File: config.mk
export PLATFORM = sky130hd
export DESIGN_NAME = garegga_pal_arb
export DESIGN_NICKNAME = d
export VERILOG_FILES = /design/src/rtl/garegga_pal_pkg.sv /design/src/rtl/garegga_pal_arb.sv
export SDC_FILE = /design/constraint.sdc
export NUM_CORES = 1
export LEC_CHECK = 0
export BUFFER_PORTS_ARGS = -buffer_cell sky130_fd_sc_hd__buf_2
export CAP_MARGIN = 15
export CORE_UTILIZATION = 40
export DETAILED_ROUTE_END_ITERATION = 8
export GPL_TIMING_DRIVEN = 0
export HOLD_SLACK_MARGIN = 0.05
export MAX_ROUTING_LAYER = met4
export PLACE_DENSITY = 0.67
export SETUP_SLACK_MARGIN = 0.4
export SLEW_MARGIN = 20
export SYNTH_ARGS = -nofsm -noshare
export SYNTH_HDL_FRONTEND = slang
export SYNTH_SLANG_ARGS = --single-unit
File: constraint.sdc
create_clock -name CLK96 -period 2.2 [get_ports CLK96]
set_clock_uncertainty 0.2 [all_clocks]
set_input_delay 0.11 -clock CLK96 [delete_from_list [all_inputs] [get_ports CLK96]]
set_output_delay 0.11 -clock CLK96 [all_outputs]
set_load 0.005 [all_outputs]
File: src/rtl/garegga_pal_pkg.sv
// Shared types and constants for the Garegga palette arbiter.
// Holds the FSM state enum, default widths and RGB555 field positions.
package garegga_pal_pkg;

    localparam int PAL_AW_DEF  = 11;
    localparam int PAL_DW_DEF  = 16;

    localparam int R_LSB       = 0;
    localparam int G_LSB       = 5;
    localparam int B_LSB       = 10;

    // Minimum CLK96 cycles between pixel strobes.
    localparam int PIX_SPACING = 4;

    typedef enum logic [2:0] {
        S_IDLE,
        S_VID_ADDR,
        S_VID_DATA,
        S_CPU_ADDR,
        S_CPU_DATA,
        S_CPU_WR
    } pal_state_e;

endpackage

File: src/rtl/garegga_pal_arb.sv
// Palette RAM arbiter: video lookups always win, CPU req/ack fills gaps.
// Macro GAREGGA_PAL_BLANK_ONLY_EN: grant CPU only while display is blanked.
module garegga_pal_arb
    import garegga_pal_pkg::*;
#(
    parameter int PAL_AW = PAL_AW_DEF,
    parameter int PAL_DW = PAL_DW_DEF
) (
    input  logic              CLK96,
    input  logic              RESET96,
    input  logic              PIXEL_CEN,
    input  logic              ACTIVE,
    input  logic [PAL_AW-1:0] PIXEL_IDX,
    input  logic              CPU_REQ,
    input  logic              CPU_WE,
    input  logic [PAL_AW-1:0] CPU_ADDR,
    input  logic [PAL_DW-1:0] CPU_DIN,
    output logic [PAL_DW-1:0] CPU_DOUT,
    output logic              CPU_ACK,
    output logic [PAL_AW-1:0] PAL_ADDR,
    output logic              PAL_WE,
    output logic [PAL_DW-1:0] PAL_WDATA,
    input  logic [PAL_DW-1:0] PAL_RDATA,
    output logic [4:0]        RED,
    output logic [4:0]        GREEN,
    output logic [4:0]        BLUE,
    output logic              OVERRUN
);

    pal_state_e        state;
    pal_state_e        state_nx;
    logic              vid_pend;
    logic [PAL_AW-1:0] slot_idx;
    logic              slot_act;
    logic              cur_act;
    logic              cpu_ok;
    logic              vid_take;

`ifdef GAREGGA_PAL_BLANK_ONLY_EN
    assign cpu_ok = !slot_act;
`else
    assign cpu_ok = 1'b1;
`endif

    // The pending slot is consumed on the edge IDLE moves to VID_ADDR.
    assign vid_take = (state == S_IDLE) && vid_pend;

    // State register.
    always_ff @(posedge CLK96 or posedge RESET96) begin
        if (RESET96) state <= S_IDLE;
        else         state <= state_nx;
    end

    // Next state: video first; a strobe this cycle also holds off the CPU.
    always_comb begin
        state_nx = state;
        unique case (state)
            S_IDLE: begin
                if (vid_pend)
                    state_nx = S_VID_ADDR;
                else if (!PIXEL_CEN && CPU_REQ && !CPU_ACK && cpu_ok)
                    state_nx = CPU_WE ? S_CPU_WR : S_CPU_ADDR;
            end
            S_VID_ADDR: state_nx = S_VID_DATA;
            S_VID_DATA: state_nx = S_IDLE;
            S_CPU_ADDR: state_nx = S_CPU_DATA;
            S_CPU_DATA: state_nx = S_IDLE;
            S_CPU_WR:   state_nx = S_IDLE;
            default:    state_nx = S_IDLE;
        endcase
    end

    // Pixel strobe capture into the pending slot, with sticky overrun.
    always_ff @(posedge CLK96 or posedge RESET96) begin
        if (RESET96) begin
            vid_pend <= 1'b0;
            slot_idx <= '0;
            slot_act <= 1'b0;
            OVERRUN  <= 1'b0;
        end else begin
            if (vid_take)
                vid_pend <= 1'b0;
            if (PIXEL_CEN) begin
                vid_pend <= 1'b1;
                slot_idx <= PIXEL_IDX;
                slot_act <= ACTIVE;
                if (vid_pend && !vid_take)
                    OVERRUN <= 1'b1;
            end
        end
    end

    // RAM port, CPU handshake and colour capture registers.
    always_ff @(posedge CLK96 or posedge RESET96) begin
        if (RESET96) begin
            PAL_ADDR  <= '0;
            PAL_WE    <= 1'b0;
            PAL_WDATA <= '0;
            CPU_DOUT  <= '0;
            CPU_ACK   <= 1'b0;
            cur_act   <= 1'b0;
            RED       <= '0;
            GREEN     <= '0;
            BLUE      <= '0;
        end else begin
            PAL_WE  <= 1'b0;
            CPU_ACK <= 1'b0;
            case (state_nx)
                S_VID_ADDR: begin
                    PAL_ADDR <= slot_idx;
                    cur_act  <= slot_act;
                end
                S_CPU_ADDR: PAL_ADDR <= CPU_ADDR;
                S_CPU_WR: begin
                    PAL_ADDR  <= CPU_ADDR;
                    PAL_WE    <= 1'b1;
                    PAL_WDATA <= CPU_DIN;
                    CPU_ACK   <= 1'b1;
                end
                default: ;
            endcase
            case (state)
                S_VID_DATA: begin
                    RED   <= cur_act ? PAL_RDATA[R_LSB +: 5] : 5'd0;
                    GREEN <= cur_act ? PAL_RDATA[G_LSB +: 5] : 5'd0;
                    BLUE  <= cur_act ? PAL_RDATA[B_LSB +: 5] : 5'd0;
                end
                S_CPU_DATA: begin
                    CPU_DOUT <= PAL_RDATA;
                    CPU_ACK  <= 1'b1;
                end
                default: ;
            endcase
        end
    end

endmodule
==> flow_metrics.tcl <==
set metrics [dict create \
    wire_per_inst_um 14.9 \
    holdCritPathClass "in2reg" \
    p_leak_nw 2.41 \
    clk_path_buf_depth 2 \
    yosys.area_share.adder_pct 0 \
    globalRouteOverflowTotal 0 \
    muxShareOfSynthArea_pct 17.7 \
    finalPower_w 0.00574 \
    critPathLaunchType "register" \
    yosys.area_share.simple_pct 8.46 \
    drive_gt1_share_pct 46.5 \
    dr.pass1.iters 4 \
    gp_congestion 0.762 \
    p_clk_share_pct 22.0 \
    p_int_w 0.00395 \
    tightest_slew_ns 0.734 \
    synth_compound_area_share_pct 9.17 \
    drc 0 \
    layout_common_cells "buf_2, dfrtp_1, dlygate4sd3_1" \
    netSwitchingPower_w 0.00178 \
    htree_levels 3 \
    cp_data_arrival_time_ns 1.80 \
    ant_nets 0 \
    sw_frac_of_total_pct 31.1 \
    cp_top_family "simple AND/OR/NAND/NOR gates" \
    fp.dieW_um 90.8 \
    seqPwrFrac_pct 40.9 \
    clkLatencyLatePin_ns 0.33 \
    drv_cap 0 \
    num_vias 2610 \
    start_util_pct 42.3 \
    io_buffers 119 \
    synth_nets 299 \
    dieArea_mm2 0.00824 \
    grt_pass1_wl_um 13300 \
    synth_cells 239 \
    setup_slack_ns 0.421 \
    hold_violations 0 \
    synth.distinct_cells 29 \
    rsz0062_at_grt "true" \
    core_area_mm2 0.00745 \
    drt_iter0_drc 93 \
    synth-seq-cells 78 \
    dp.final_hpwl_um 5230 \
    crit_chain "buf_6, nor3_4, nand4_4, clkbuf_16, mux2_4" \
    ir_drop_mv 0.485 \
    end_kind "register" \
    via_per_inst 4.80 \
    grt_max_degree 33 \
    outcome "complete, no violations" \
    cts.sinks 78 \
    cts_tree "yes" \
    path_clk_slew_ns 0.07 \
    cts-root-buf "clkbuf_8" \
    comb_power_share_pct 37.1 \
    stdcell_count 544 \
    syn_to_final_growth_pct 55.2 \
    avgSynthCellArea_um2 13.2 \
    die_h_um 90.8 \
    post-place-ws_ns 0.211 \
    fp-row-count 31 \
    ys_seq_area_share_pct 62.0 \
    cts_buffers 9 \
    io_pins 121 \
    setup_violations 0 \
    synth_xor_area_share_pct 0 \
    n_antenna_cell 0 \
    final_common_cell "buf_2" \
    crit_required_ns 2.22 \
    worstPathMaxFanout 8 \
    placed_area_mm2 0.00392 \
    dpl.cell_count 459 \
    synth_top_family_by_area "multiplexers" \
    finalWirelength_um 8090 \
    tns_ns 0 \
    worstSetupPathType "reg2reg" \
    cp_slowest_cell "dfrtp_1" \
    final_area_mm2 0.00489 \
    fin_crit_ns 1.78 \
    nFillCells 584 \
    powerDensity_mw_per_mm2 1170 \
    antenna_found_initial 0 \
    syn_area_mm2 0.00315 \
    grt_pass1_vias 2782 \
    worst-path-buf-inv 2 \
    max_stage_delay_ns 0.38 \
    grt.total_usage_pct 21.4 \
    slew_headroom_pct 50.9 \
    period_share_pct 80.9 \
    yosysWarningCount 0 \
    layout.nets 501 \
    maxSlewViolCount 0 \
    max_freq_mhz 562 \
]
## timing repair
item,in CTS,in global routing
cloned,0,1
pin swaps,3,2
resized for setup,8,13
endpoints found under the setup margin,44,38
hold buffers,61,0
endpoints found under the hold margin,103,0
setup buffers,6,2
## registers in the layout, indices dropped and copies added, names as in the netlist
name	flops
state	3
slot_act	1
GREEN	5
vid_pend	1
slot_idx	11
CPU_ACK	1
RED	5
CPU_DOUT	16
cur_act	1
OVERRUN	1
PAL_WE	1
PAL_ADDR	11
PAL_WDATA	16
BLUE	5
## routing by layer
| metal | track usage (%) | up-vias | part of all wire (%) | wire length [µm] |
|---|---|---|---|---|
| li1 | - | 1246 | - | - |
| met1 | 26.0 | 1255 | 42 | 3400 |
| met2 | 35.4 | 93 | 51 | 4170 |
| met3 | 2.86 | 16 | 4.2 | 338 |
| met4 | 9.81 | 0 | 2.2 | 182 |
| met5 | - | - | 0 | 0 |
## per-stage QoR
stage | utilization [%] | hold WS [ns]
global placement | 52.0 | 0.141
detailed placement | 52.7 | 0.0658
global route | 65.7 | 0.137
CTS | 64.9 | 0.0645
floorplan | - | 0.0548
finish | 65.7 | 0.119
## worst register-to-register path: stages (launching register included)
cell and delay [ns]:
dfrtp_1 0.38, buf_6 0.13, nor3_4 0.23, nand4_4 0.22, clkbuf_16 0.23, mux2_4 0.29
## final cells by class
| cell class | count | area [µm²] | share of cell area (%) |
|---|---|---|---|
| Inverter | 3 | 15.0 | 0.307 |
| Clock buffer | 11 | 141 | 2.89 |
| Multi-Input combinational cell | 143 | 1120 | 22.9 |
| Timing Repair Buffer | 191 | 1340 | 27.4 |
| Tap cell | 99 | 124 | 2.53 |
| Sequential cell | 78 | 1950 | 39.9 |
| Clock inverter | 4 | 95.1 | 1.94 |
| Buffer | 15 | 103 | 2.10 |
## synth_stat cells (all sizes together)
cell type / n / share of area (%)
nor2: 11 / 1.3
buf: 4 / 1.0
a21o: 1 / 0.24
nand4: 2 / 0.87
mux2: 45 / 17
inv: 3 / 0.36
a2bb2oi: 9 / 2.5
nand2: 33 / 3.9
o21a: 1 / 0.24
o2bb2ai: 8 / 2.2
or4: 2 / 0.48
a21oi: 4 / 0.64
clkbuf: 11 / 1.4
dfrtp: 78 / 62
or3b: 1 / 0.28
o22a: 1 / 0.28
nor3: 2 / 0.48
mux2i: 2 / 0.64
o21ai: 15 / 2.4
or3: 1 / 0.20
nor3b: 1 / 0.60
a31o: 1 / 0.28
or4b: 1 / 0.32
o22ai: 2 / 0.40
## final timing paths
check	end	slack, ns	cells past startpoint	startpoint
worst max-delay path	PAL_WDATA[7]	0.42	5	state[2]
worst min-delay path	PAL_WDATA[14]	0.12	4	PIXEL_CEN
worst max register to register	PAL_WDATA[7]	0.42	5	state[2]
worst min register to register	OVERRUN	0.27	1	OVERRUN
max in group asynchronous	PAL_WDATA[12]	0.81	5	RESET96
min in group asynchronous	BLUE[2]	0.23	3	RESET96
## power by group through the flow
stage	Combinational [W]	Sequential, W	Clock, W
2_1_floorplan	0.00106	0.00238	0
3_3_place_gp	0.00190	0.00234	0
3_5_place_dp	0.00196	0.00235	0
4_1_cts	0.00208	0.00234	0.00130
5_1_grt	0.00232	0.00242	0.00135
6_report	0.00213	0.00234	0.00126
## cells by family after synthesis
logic type,Yosys count
buffers and inverters,18
flip-flops,78
AND/OR/NAND/NOR,54
multiplexers,47
AO/OA/AOI/OAI,42
Note: power is estimated with default switching activity, not from simulation.
